## config.mk

```make
export PLATFORM = sky130hd
export DESIGN_NAME = md_sequencer
export DESIGN_NICKNAME = d
export VERILOG_FILES = /design/src/rtl/md_pkg.sv /design/src/rtl/md_step.sv /design/src/rtl/md_sequencer.sv
export SDC_FILE = /design/constraint.sdc
export NUM_CORES = 1
export LEC_CHECK = 0
export CAP_MARGIN = 40
export CELL_PAD_IN_SITES_DETAIL_PLACEMENT = 1
export CELL_PAD_IN_SITES_GLOBAL_PLACEMENT = 1
export CORE_ASPECT_RATIO = 1.25
export CORE_MARGIN = 8
export CORE_UTILIZATION = 42
export DETAILED_ROUTE_END_ITERATION = 12
export PLACE_DENSITY_LB_ADDON = 0.1
export SLEW_MARGIN = 20
export SYNTH_ARGS = -nofsm -noshare
export SYNTH_HDL_FRONTEND = slang
export SYNTH_HIERARCHICAL = 1
export SYNTH_SLANG_ARGS = --single-unit
```

## constraint.sdc

```tcl
create_clock -name clk -period 8.65 [get_ports clk]
set_input_delay 1.73 -clock clk [delete_from_list [all_inputs] [get_ports clk]]
set_output_delay 1.73 -clock clk [all_outputs]
set_load 0.02 [all_outputs]
```

## src/rtl/md_pkg.sv

```systemverilog
// md_pkg: shared encodings, state enum and constants for the multiply/divide sequencer.
package md_pkg;

    localparam logic [1:0] MD_MULT  = 2'b00;
    localparam logic [1:0] MD_MULTU = 2'b01;
    localparam logic [1:0] MD_DIV   = 2'b10;
    localparam logic [1:0] MD_DIVU  = 2'b11;

    localparam int MD_ITER = 32;

    // LO value reported when a divide is attempted with a zero divisor.
    localparam logic [31:0] MD_DZ_LO = 32'hFFFF_FFFF;

    typedef enum logic [2:0] {
        MD_IDLE = 3'd0,
        MD_PREP = 3'd1,
        MD_CALC = 3'd2,
        MD_FIX  = 3'd3,
        MD_DONE = 3'd4
    } md_state_t;

    // Two's-complement negate when neg is set; used for magnitudes and sign fix-up.
    function automatic logic [31:0] md_mag(input logic [31:0] v, input logic neg);
        return neg ? (~v + 32'd1) : v;
    endfunction

endpackage

```

## src/rtl/md_step.sv

```systemverilog
// md_step: one combinational iteration of the shared engine.
// Multiply: acc[64:32] is the running upper half, acc[31:0] holds the unshifted
// multiplier bits. Divide: acc[63:32] is the remainder, acc[31:0] the quotient.
module md_step
    import md_pkg::*;
(
    input  logic        is_div,
    input  logic [64:0] acc,
    input  logic [31:0] opnd,
    output logic [64:0] acc_next
);

    logic [32:0] sum;
    logic [64:0] shl;
    logic [32:0] diff;

    // Shift-add for multiply, shift then restoring trial subtract for divide.
    always_comb begin
        sum      = {1'b0, acc[63:32]} + {1'b0, opnd};
        shl      = {acc[63:0], 1'b0};
        // The shifted remainder is always below twice the divisor, so the
        // 33-bit difference cannot overflow and diff[32] is its sign.
        diff     = shl[64:32] - {1'b0, opnd};
        acc_next = acc;
        if (is_div) begin
            if (!diff[32]) begin
                acc_next = {1'b0, diff[31:0], shl[31:1], 1'b1};
            end else begin
                acc_next = {1'b0, shl[63:0]};
            end
        end else begin
            if (acc[0]) begin
                acc_next = {1'b0, sum, acc[31:1]};
            end else begin
                acc_next = {1'b0, acc[64:1]};
            end
        end
    end

endmodule

```

## src/rtl/md_sequencer.sv

```systemverilog
// md_sequencer: iterative MULT/MULTU/DIV/DIVU engine with PC/regfile stall.
// Optional feature: define MD_EARLY_OUT_EN to finish multiplies as soon as the
// remaining multiplier bits are all zero.
//
// Handshake: a request is start high while ena is high and the sequencer is in
// IDLE; busy then rises in that same cycle and stays high through FIX. done and
// hilo_w pulse together for one enabled cycle in DONE, with hi_out/lo_out valid;
// start seen anywhere but IDLE is dropped, and there is no queueing.
module md_sequencer
    import md_pkg::*;
#(
    parameter int ITER = MD_ITER
) (
    input  logic        clk,
    input  logic        rst,
    input  logic        ena,
    input  logic        start,
    input  logic [1:0]  op,
    input  logic [31:0] a,
    input  logic [31:0] b,
    output logic        busy,
    output logic        done,
    output logic        hilo_w,
    output logic [31:0] hi_out,
    output logic [31:0] lo_out,
    output logic        div_zero,
    output md_state_t   dbg_state
);

    localparam int            CW   = $clog2(ITER) + 1;
    localparam logic [CW-1:0] LAST = CW'(ITER - 1);

    md_state_t     state;
    md_state_t     state_next;
    logic [CW-1:0] cnt;
    logic          div_q;
    logic          sign_a;
    logic          sign_b;
    logic [31:0]   a_q;
    logic [31:0]   b_q;
    logic [31:0]   opnd;
    logic [64:0]   acc;
    logic [64:0]   step_out;
    logic [64:0]   acc_load;
    logic          done_q;
    logic          dz_q;

    logic [31:0]   a_mag;
    logic [31:0]   b_mag;
    logic          neg_q;
    logic [63:0]   prod;
    logic [31:0]   res_hi;
    logic [31:0]   res_lo;

`ifdef MD_EARLY_OUT_EN
    logic [CW-1:0] rem_cnt;
    logic [31:0]   rem_mask;
`endif

    assign a_mag = md_mag(a_q, sign_a);
    assign b_mag = md_mag(b_q, sign_b);

    md_step u_step (
        .is_div   (div_q),
        .acc      (acc),
        .opnd     (opnd),
        .acc_next (step_out)
    );

    // State register; ena low freezes the sequence.
    always_ff @(posedge clk or posedge rst) begin
        if (rst) begin
            state <= MD_IDLE;
        end else if (ena) begin
            state <= state_next;
        end
    end

    // Next state and the accumulator value loaded during CALC.
    always_comb begin
        state_next = state;
        acc_load   = step_out;
`ifdef MD_EARLY_OUT_EN
        rem_cnt    = LAST - cnt;
        rem_mask   = (32'h1 << rem_cnt) - 32'h1;
`endif
        case (state)
            MD_IDLE: if (start) state_next = MD_PREP;
            MD_PREP: begin
                state_next = MD_CALC;
`ifdef MD_EARLY_OUT_EN
                if (!div_q && b_mag == 32'h0) state_next = MD_FIX;
`endif
            end
            MD_CALC: begin
                if (cnt == LAST) begin
                    state_next = MD_FIX;
`ifdef MD_EARLY_OUT_EN
                end else if (!div_q && (step_out[31:0] & rem_mask) == 32'h0) begin
                    // Remaining steps would only shift; do them all at once.
                    state_next = MD_FIX;
                    acc_load   = step_out >> rem_cnt;
`endif
                end
            end
            MD_FIX:  state_next = MD_DONE;
            MD_DONE: state_next = MD_IDLE;
            default: state_next = MD_IDLE;
        endcase
    end

    // Sign fix-up of the finished magnitudes, plus the divide-by-zero override.
    always_comb begin
        neg_q  = sign_a ^ sign_b;
        prod   = neg_q ? (~acc[63:0] + 64'd1) : acc[63:0];
        res_hi = prod[63:32];
        res_lo = prod[31:0];
        if (div_q) begin
            if (b_q == 32'h0) begin
                res_hi = a_q;
                res_lo = MD_DZ_LO;
            end else begin
                res_lo = md_mag(acc[31:0], neg_q);
                res_hi = md_mag(acc[63:32], sign_a);
            end
        end
    end

    // Operand capture, iteration datapath, counter and result registers.
    always_ff @(posedge clk or posedge rst) begin
        if (rst) begin
            cnt    <= '0;
            div_q  <= 1'b0;
            sign_a <= 1'b0;
            sign_b <= 1'b0;
            a_q    <= '0;
            b_q    <= '0;
            opnd   <= '0;
            acc    <= '0;
            done_q <= 1'b0;
            dz_q   <= 1'b0;
            hi_out <= '0;
            lo_out <= '0;
        end else if (ena) begin
            done_q <= 1'b0;
            case (state)
                MD_IDLE: begin
                    if (start) begin
                        div_q  <= op[1];
                        a_q    <= a;
                        b_q    <= b;
                        sign_a <= ~op[0] & a[31];
                        sign_b <= ~op[0] & b[31];
                    end
                end
                MD_PREP: begin
                    cnt <= '0;
                    if (div_q) begin
                        opnd <= b_mag;
                        acc  <= {33'h0, a_mag};
                    end else begin
                        opnd <= a_mag;
                        acc  <= {33'h0, b_mag};
                    end
                end
                MD_CALC: begin
                    cnt <= cnt + CW'(1);
                    acc <= acc_load;
                end
                MD_FIX: begin
                    done_q <= 1'b1;
                    dz_q   <= div_q && (b_q == 32'h0);
                    hi_out <= res_hi;
                    lo_out <= res_lo;
                end
                default: ;
            endcase
        end
    end

    assign busy      = (state != MD_IDLE && state != MD_DONE) || (state == MD_IDLE && start && ena);
    assign done      = done_q & ena;
    assign hilo_w    = done_q & ena;
    assign div_zero  = dz_q & done_q & ena;
    assign dbg_state = state;

endmodule

```

==> summary.md, run 1 <==
| Metric | Value |
|---|---|
| Mean area per synthesized cell | 8.823 sq um |
| Port Buf Inserts | 140 |
| Synth Instances | 2039 |
| CTS H-Tree Depth | 1 |
| Cell count of the worst hold path | 2 |
| Layout Nets | 2234 |
| Residual DRC | 0 |
| Final setup fails | 0 |
| Register area share after synthesis | 33.24% |
| Place WS | 2.652 ns |
| Core area | 42650 sq um |
| Fin worst setup slack | 2.609 ns |
| Inserted Clock Buffers | 28 |
| Hold WC Path Type | flip-flop to flip-flop |
| Synth unique cells | 93 |
| TritonCTS clock tree | built |
| Critical-path maximum fanout | 32 |
| Pin count of the biggest net entering global routing | 129 |
| First-pass GRT wire length | 101.0 mm |
| Die extent in y | 247.4 um |
| DR vias | 16370 |
| GRT Resource Usage Total | 25.44% |
| Fmax | 0.1655 GHz |
| Hold Buf Count CTS | 0 |
| IO Pins | 141 |
| Mapped cell area | 17990 sq um |
| Pwr dens | 473.2 nW/um^2 |
| Ys flop type | dfrtp_1 |
| Syn nets | 2180 |
| Hold Fails Final Rpt | 0 |
| CTS Root Cell | clkbuf_16 |
| Max transition margin | 38.10% |
| Max-Cap Viols | 0 |
| Initial Util | 42.19% |
| FP Rows | 85 |
| CTS clk-pin slew, worst paths | 0.06 ns |
| Setup Buffers After CTS | 0 |
| Placed Area | 19800 sq um |
| Worst Skew | 0.01662 ns |
| Outcome | completed |
| Peak supply drop | 0.2201 mV |
| WS Path Type | primary input to primary output |
| Critical R2R Launch | acc[31] |
| Setup crit end kind | primary output |
| Clk buf depth | 3 |
| Worst slew pin tran | 0.9230 ns |
| Cts repair resizes | 0 |
| Detailed placement HPWL | 48.43 mm |
| Drt total wl | 64.85 mm |
| ANT cells | 0 |
| Die ar. | 49750 sq um |
| DRT iter0 DRCs | 1020 |
| Vias in the first global route | 17020 |
| Leakage power | 8.554 nW |
| Fraction of layout cells with a size suffix above 1 | 10.27% |
| Worst R2R Path Depth | 16 |
| Routed WL per cell | 24.21 um |
| Via/cell ratio | 6.112 |
| Number of flops mapped to enable cells by yosys | 0 |
| Clk sinks | 239 |
| Crit path from | ena |
| Max-slew violations | 0 |
| Final non-filler cell total | 2678 |
| Async S/R FF share, synth | 100.0% |
| Hold Startpoint | hi_out[5] |
| Warnings from Yosys | 6 |
| Routability cong. | 0.8784 |
| Setup crit start kind | primary input |
| Fin area | 20690 sq um |
| Number of antenna violations at the first check in global routing | 0 |
| Dpl cells | 2627 |
| DRT antenna net count | 0 |
| Die Wd | 201.1 um |
| Area delta synth->final | 14.99% |
| Fin crit share | 69.84% |
| Gr ovfl total | 0 |
| RSZ-0062 raised after global routing | false |
| Worst-Skew Late Latency | 0.57 ns |
| Register bit count reported by yosys | 239 |
| Minimum clock period | 6.041 ns |
| Critical path data arrival time | 4.31 ns |
| Final setup TNS | 0 ns |
| Critical Path RT | 6.92 ns |
| First drt pass iteration count | 5 |
==> cells by family (layout without fill, tap and decap cells) <==
kind of cell               Yosys count  in the layout  synth area share (%)
DFF                                239            239                 33.24
AOI/OAI and AO/OA                  661            661                 24.26
muxes                              141            141                 8.561
buffers and inverters              205            279                 4.632
adders and majority gates           71             71                 5.021
other                                1              1               0.02084
xor gates and xnor gates           199            199                 9.792
and+or+nand+nor                    522            522                 14.47
==> per-layer routing <==
metal / part of all wire, % / global-route usage (%) / vias to the layer above
met5: 0 / 0 / -
met4: 3.8 / 10.16 / 0
met3: 4.5 / 3.251 / 109
met2: 50 / 44.29 / 375
met1: 42 / 31.74 / 8285
li1: - / - / 7599
==> power by group <==
part | switching [mW] | internal [mW]
Clock | 0.506 | 0.648
Combinational | 3.46 | 2.60
Sequential | 0.949 | 1.62
Total | 4.92 | 4.87
==> cells in the final DEF, fill, tap and decap left out, types with 11 or more instances in the layout <==
cell type and count:
xnor2_1 94, nor4_1 17, o21ai_1 14, nand2b_1 18, nor3_1 26, nor2_1 143
mux2i_1 38, o21ai_0 157, buf_4 18, nand2_1 147, a22oi_1 14, mux2_2 103
or3_1 20, dfrtp_1 236, a22o_1 30, a211oi_1 33, clkdlybuf4s50_1 140, clkbuf_16 29
inv_1 63, nand3_1 17, o221ai_1 20, nor2b_1 26, xor2_1 102, nand4_1 11
o31ai_1 33, a21o_1 33, or4_1 23, a31oi_1 31, o41ai_1 22, ha_1 69
a21oi_1 172, and3_1 17
==> synth_stat cells (23+ instances only) <==
cell type,number,share of area [%]
inv_1,64,1.3
mux2_2,103,6.4
or4_1,23,0.96
nor2_1,144,3.0
a21o_1,33,1.4
o21ai_0,157,4.4
a31oi_1,31,1.1
o31ai_1,33,1.4
dfrtp_1,239,33
nand2_1,147,3.1
xor2_1,103,5.0
xnor2_1,95,4.6
nor2b_1,26,0.90
a22o_1,30,1.5
a211oi_1,33,1.4
nor3_1,27,0.75
clkbuf_1,110,2.3
mux2i_1,38,2.1
ha_1,69,4.8
a21oi_1,172,4.8
==> sequential cells by signal, summed over array words and instances, names as in the netlist <==
register,flops
acc,65
a_q,32
b_q,32
hi_out,32
lo_out,32
opnd,32
cnt,6
dbg_state,3
div_q,1
done_q,1
dz_q,1
sign_a,1
sign_b,1
==> per-stage QoR <==
| stage | power (mW) | util [%] | hold WS [ns] |
|---|---|---|---|
| 4_1_cts | 9.829 | 48.45 | 0.4975 |
| 3_3_place_gp | 8.415 | 46.26 | 0.4755 |
| 2_1_floorplan | 6.670 | - | 0.4429 |
| 6_report | 9.790 | 48.51 | 0.4921 |
| 5_1_grt | 10.52 | 48.51 | 0.5328 |
| 3_5_place_dp | 8.609 | 46.42 | 0.4792 |
==> worst max-delay path, stage by stage <==
cell             delay [ns]
clkdlybuf4s50_1        0.66
nor2b_1                0.41
and2_1                 0.26
nand3_4                0.39
nand3_1                0.24
clkdlybuf4s50_1        0.63
==> worst paths after layout <==
path,end,slack (ns)
worst max-delay path,busy,2.61
worst min-delay path,hi_out[5],0.49
worst max register to register,acc[33],3.83
worst min register to register,hi_out[5],0.49
max in group asynchronous,acc[0],6.16
min in group asynchronous,a_q[3],1.48
==> final cells by class <==
class,count,area (sq um)
Fill cell,4945,21960
Inverter,65,251.5
Clock inverter,8,48.80
Multi-Input combinational cell,1595,11230
Sequential cell,239,5987
Clock buffer,42,814.5
Tap cell,565,706.9
Timing Repair Buffer,164,1652
Note: power is estimated with default switching activity, not from simulation.
==> inputs of run 2 (changes only) <==
==> constraint.sdc (replaced) <==
create_clock -name clk -period 5.5 [get_ports clk]
set_input_delay 1.1 -clock clk [delete_from_list [all_inputs] [get_ports clk]]
set_output_delay 1.1 -clock clk [all_outputs]
set_load 0.02 [all_outputs]
==> summary.md, run 2 (synthesis results as in run 1) <==
| Metric | Value |
|---|---|
| WP depth | 7 |
| DR vias | 16450 |
| Worst slew pin tran | 0.8380 ns |
| Routed WL per cell | 24.49 um |
| Core area | 42650 sq um |
| Max-slew violations | 0 |
| Fraction of layout cells with a size suffix above 1 | 11.06% |
| Commonest cells after routing, fill and taps aside | dfrtp_1 (236), a21oi_1 (172), o21ai_0 (157) |
| Cts repair resizes | 0 |
| Pwr dens | 746.1 nW/um^2 |
| Worst-Skew Late Latency | 0.57 ns |
| GRT Resource Usage Total | 25.81% |
| Filler cells | 4959 |
| Setup crit end kind | primary output |
| DRT iter0 DRCs | 1037 |
| Residual DRC | 0 |
| CP Cell Sequence | clkdlybuf4s50_1, buf_4, nor2b_1, and2_1, nand3_4, nand3_1, clkdlybuf4s50_1 |
| Critical path data arrival time | 3.08 ns |
| Minimum clock period | 4.181 ns |
| Initial Util | 42.19% |
| CTS Root Cell | clkbuf_16 |
| WS Path Type | primary input to primary output |
| Max reg flops | 65 |
| Leakage power | 8.602 nW |
| Worst R2R Path Depth | 16 |
| Crit path from | ena |
| Detailed placement HPWL | 49.91 mm |
| Final setup fails | 0 |
| RSZ-0062 raised after global routing | false |
| Gr ovfl total | 0 |
| IO Pins | 141 |
| CTS clk-pin slew, worst paths | 0.06 ns |
| Outcome | completed |
| Drt total wl | 65.87 mm |
| DRT antenna net count | 0 |
| CTS H-Tree Depth | 1 |
| Slowest CP cell | clkdlybuf4s50_1 |
| Inserted Clock Buffers | 27 |
| Place WS | 1.301 ns |
| Layout Nets | 2246 |
| Worst setup endpoint | busy |
| Max transition margin | 43.80% |
| Hold WC Path Type | flip-flop to flip-flop |
| Most common cell after layout, fill and taps aside | dfrtp_1 |
| Setup crit start kind | primary input |
| Final setup TNS | 0 ns |
| Most frequent cell on the critical path | clkdlybuf4s50_1 |
| Die ar. | 49750 sq um |
| Die Wd | 201.1 um |
| FP Rows | 85 |
| Via/cell ratio | 6.114 |
| CP bufs+invs | 3 |
| Vias in the first global route | 17160 |
| Peak supply drop | 0.3400 mV |
| Setup Buffers After CTS | 0 |
| Critical-path maximum fanout | 10 |
| Area delta synth->final | 15.46% |
| Clk buf depth | 3 |
| First-pass GRT wire length | 102.3 mm |
| Fmax | 0.2392 GHz |
| Max-Cap Viols | 0 |
| Critical R2R Launch | acc[31] |
| Port Buf Inserts | 140 |
| Fin crit share | 76.03% |
| TritonCTS clock tree | built |
| Worst Skew | 0.02525 ns |
| Die extent in y | 247.4 um |
| Delay-heaviest family, CP | buffers and inverters |
| First drt pass iteration count | 5 |
| Routability cong. | 0.8845 |
| Worst r2r dst | acc[33] |
| Number of antenna violations at the first check in global routing | 0 |
| Max incr delay on CP | 0.60 ns |
| ANT cells | 0 |
| Hold Buf Count CTS | 0 |
| Largest Register | acc |
| Critical Path RT | 4.40 ns |
| Hold Fails Final Rpt | 0 |
| Clk sinks | 239 |
| R2R setup slack | 1.35 ns |
| Pin count of the biggest net entering global routing | 78 |
| Fin worst setup slack | 1.319 ns |
run 2: cell type report:
type	count	area, sq um	share of cell area [%]
clock inverters	14	87.58	0.4216
well taps	565	706.9	3.403
flip-flops and latches	239	5987	28.82
multi-input cells	1595	11230	54.05
repair buffers	177	1759	8.469
inverters	65	247.7	1.193
clock buffers	35	755.7	3.638
run 2: worst reg2reg max path, stage by stage (launching register included):
cell      delay (ns)
dfrtp_1         0.44
inv_1           0.17
ha_1            0.24
fa_1            0.39
nand2b_1        0.22
a21oi_2         0.23
nor4_1          0.11
o21a_1          0.25
o21ai_2         0.28
a221oi_4        0.13
o211ai_4        0.26
xor2_4          0.16
buf_4           0.43
mux2_2          0.43
a21oi_1         0.15
nand2_1         0.07
o21ai_0         0.09
run 2: routing by layer:
layer | routed length [um] | vias up | GRT usage (%)
li1 | - | 7612 | -
met1 | 28450 | 8290 | 33.05
met2 | 31690 | 433 | 44.06
met3 | 2990 | 111 | 2.938
met4 | 2731 | 0 | 10.49
met5 | 0 | - | 0
run 2: how the worst min path moves through the flow:
stage,depth (start not counted),startpoint,end
after detailed placement,2,dz_q,dz_q
after global routing,1,acc[64],acc[64]
final,2,lo_out[24],lo_out[24]
after CTS,2,lo_out[24],lo_out[24]
after global placement,2,dz_q,dz_q
after floorplan,2,dz_q,dz_q
run 2: where the power goes:
group | total (mW) | switching [mW] | internal (mW) | leakage (nW)
logic | 9.72 | 5.58 | 4.14 | 5.20
registers | 4.02 | 1.46 | 2.56 | 2.99
clock network | 1.77 | 0.796 | 0.969 | 0.413
total | 15.5 | 7.84 | 7.66 | 8.60
run 2: stage by stage:
stage,instances,utilization [%],hold slack [ns],total power [mW],cell area [sq um]
5_1_grt,2690,48.71,0.5280,16.62,20770
3_5_place_dp,2640,46.67,0.4792,13.65,19900
2_1_floorplan,2039,-,0.4429,10.49,17990
3_3_place_gp,2633,46.46,0.4748,13.35,19810
6_report,2690,48.71,0.4946,15.50,20770
4_1_cts,2689,48.64,0.5002,15.49,20740
==> inputs of run 3 (changes only) <==
--- a/config.mk
+++ b/config.mk
@@ -10,7 +10,7 @@
 export CELL_PAD_IN_SITES_GLOBAL_PLACEMENT = 1
 export CORE_ASPECT_RATIO = 1.25
 export CORE_MARGIN = 8
-export CORE_UTILIZATION = 42
+export CORE_UTILIZATION = 46
 export DETAILED_ROUTE_END_ITERATION = 12
 export PLACE_DENSITY_LB_ADDON = 0.1
 export SLEW_MARGIN = 20
==> constraint.sdc (replaced) <==
create_clock -name clk -period 3.9 [get_ports clk]
set_input_delay 0.78 -clock clk [delete_from_list [all_inputs] [get_ports clk]]
set_output_delay 0.78 -clock clk [all_outputs]
set_load 0.02 [all_outputs]
==> summary.md, run 3 (synthesis results as in run 1) <==
| Metric | Value |
|---|---|
| Outcome | completed |
| Minimum clock period | 3.762 ns |
| Switching Fraction | 49.37% |
| Final setup fails | 0 |
| Clock Power Share | 12.0% |
| Worst slew pin tran | 0.9842 ns |
| Inserted Clock Buffers | 28 |
| DR vias | 17060 |
| Area delta synth->final | 18.71% |
| Place WS | 0.1642 ns |
| First drt pass iteration count | 5 |
| Worst-Skew Late Latency | 0.57 ns |
| Fmax | 0.2658 GHz |
| TritonCTS clock tree | built |
| Fin crit share | 96.47% |
| Core area | 38820 sq um |
| Peak supply drop | 0.5750 mV |
| Comb power frac | 65.1% |
| Commonest cells after routing, fill and taps aside | dfrtp_1 (237), a21oi_1 (172), o21ai_0 (157) |
| Most common cell after layout, fill and taps aside | dfrtp_1 |
| Detailed placement HPWL | 51.50 mm |
| Die ar. | 45740 sq um |
| Critical-path maximum fanout | 15 |
| DRT iter0 DRCs | 1246 |
| Initial Util | 46.35% |
| CTS H-Tree Depth | 1 |
| FP Rows | 81 |
| IO Pins | 141 |
| Die extent in y | 237.1 um |
| Gr ovfl total | 0 |
| Hold WS | 0.4906 ns |
| CTS Root Cell | clkbuf_16 |
| Hold WC Path Type | flip-flop to flip-flop |
| DRT antenna net count | 0 |
| Final non-filler cell total | 2689 |
| WS Path Type | flip-flop to flip-flop |
| Via/cell ratio | 6.345 |
| Hold Buf Count CTS | 0 |
| Pwr dens | 1082 nW/um^2 |
| Pin count of the biggest net entering global routing | 168 |
| Residual DRC | 0 |
| Dpl cells | 2632 |
| CTS clk-pin slew, worst paths | 0.06 ns |
| Routed WL per cell | 25.42 um |
| Clk sinks | 239 |
| Die Wd | 192.9 um |
| Largest Register | acc |
| Layout Nets | 2313 |
| Hold Fails Final Rpt | 0 |
| Vias in the first global route | 18000 |
| Routability cong. | 0.9472 |
| Max-Cap Viols | 0 |
| Fraction of layout cells with a size suffix above 1 | 13.61% |
| Setup crit start kind | flip-flop |
| Net switching power | 11.41 mW |
| Int Pwr | 11.70 mW |
| Flop pwr share | 22.8% |
| Setup crit end kind | flip-flop |
| Worst Skew | 0.01587 ns |
| Drt total wl | 68.34 mm |
| Leakage power | 9.015 nW |
| Clk buf depth | 3 |
| GRT Resource Usage Total | 29.41% |
| Number of antenna violations at the first check in global routing | 2 |
| Fin worst setup slack | 0.1378 ns |
| Final setup TNS | 0 ns |
| Pwr Total | 23.12 mW |
| Port Buf Inserts | 140 |
| Max transition margin | 34.39% |
| Critical Path RT | 4.34 ns |
| Max-slew violations | 0 |
| First-pass GRT wire length | 106.2 mm |
| Critical path data arrival time | 4.21 ns |
| Max reg flops | 65 |
[run 3: cell count changes in the layout (fill, tap and decap cells not counted), sizes merged]
cell and change:
inv -1, clkbuf +3, clkinv -2, clkinvlp -4, bufinv +4, diode +1, buf +65
[run 3: path summary, 6_finish.rpt]
kind                            startpoint    endpoint  slack (ns)  cells after the start
worst max-delay path               opnd[0]     acc[47]        0.14                     16
worst min-delay path               acc[64]     acc[64]        0.49                      1
worst max register to register     opnd[0]     acc[47]        0.14                     16
worst min register to register     acc[64]     acc[64]        0.49                      1
max in group asynchronous              rst     acc[35]        2.48                      3
min in group asynchronous              rst  lo_out[31]        0.61                      2
[run 3: routing by layer]
| layer | vias to the layer above | global-route usage (%) | part of all wire (%) |
|---|---|---|---|
| met1 | 8659 | 37.75 | 42 |
| met5 | - | 0 | 0 |
| li1 | 7740 | - | - |
| met4 | 0 | 13.70 | 5.1 |
| met3 | 135 | 3.268 | 4.9 |
| met2 | 529 | 48.71 | 48 |
[run 3: critical path, stage by stage, from the launching register on]
cell       delay [ns]
dfrtp_1          0.40
ha_1             0.24
fa_1             0.39
nand2b_1         0.20
a21oi_2          0.21
nor4_1           0.08
buf_4            0.15
o21a_1           0.24
o21ai_4          0.21
a221oi_4         0.11
o211ai_4         0.27
xor2_4           0.21
buf_4            0.18
clkbuf_16        0.19
mux2i_1          0.20
a21oi_1          0.09
a22o_1           0.25
[run 3: power groups by stage]
| stage | clock, mW | combinational (mW) | sequential [mW] |
|---|---|---|---|
| 2_1_floorplan | 0 | 9.77 | 5.02 |
| 3_3_place_gp | 0 | 14.0 | 5.19 |
| 3_5_place_dp | 0 | 14.5 | 5.27 |
| 4_1_cts | 2.82 | 14.7 | 5.24 |
| 5_1_grt | 2.90 | 16.3 | 5.41 |
| 6_report | 2.78 | 15.1 | 5.28 |
[run 3: through the flow]
stage	utilization, %	area [sq um]
2_1_floorplan	-	17990
5_1_grt	55.02	21360
3_3_place_gp	52.17	20250
3_5_place_dp	52.30	20300
6_report	55.02	21360
4_1_cts	54.75	21250
[run 3: timing repair]
| item | CTS | global route |
|---|---|---|
| endpoints found under the setup margin | 0 | 11 |
| resized for setup | 0 | 1 |
| setup buffers | 0 | 6 |
[run 3: area by class of cell]
cell class              instances  area, sq um
repair buffers                243         2312
inverters                      65        247.7
multi-input cells            1595        11240
clock inverters                11        155.1
diodes                          1        2.502
fillers                      4425        17460
well taps                     498        623.1
flip-flops and latches        239         5986
clock buffers                  37        795.8
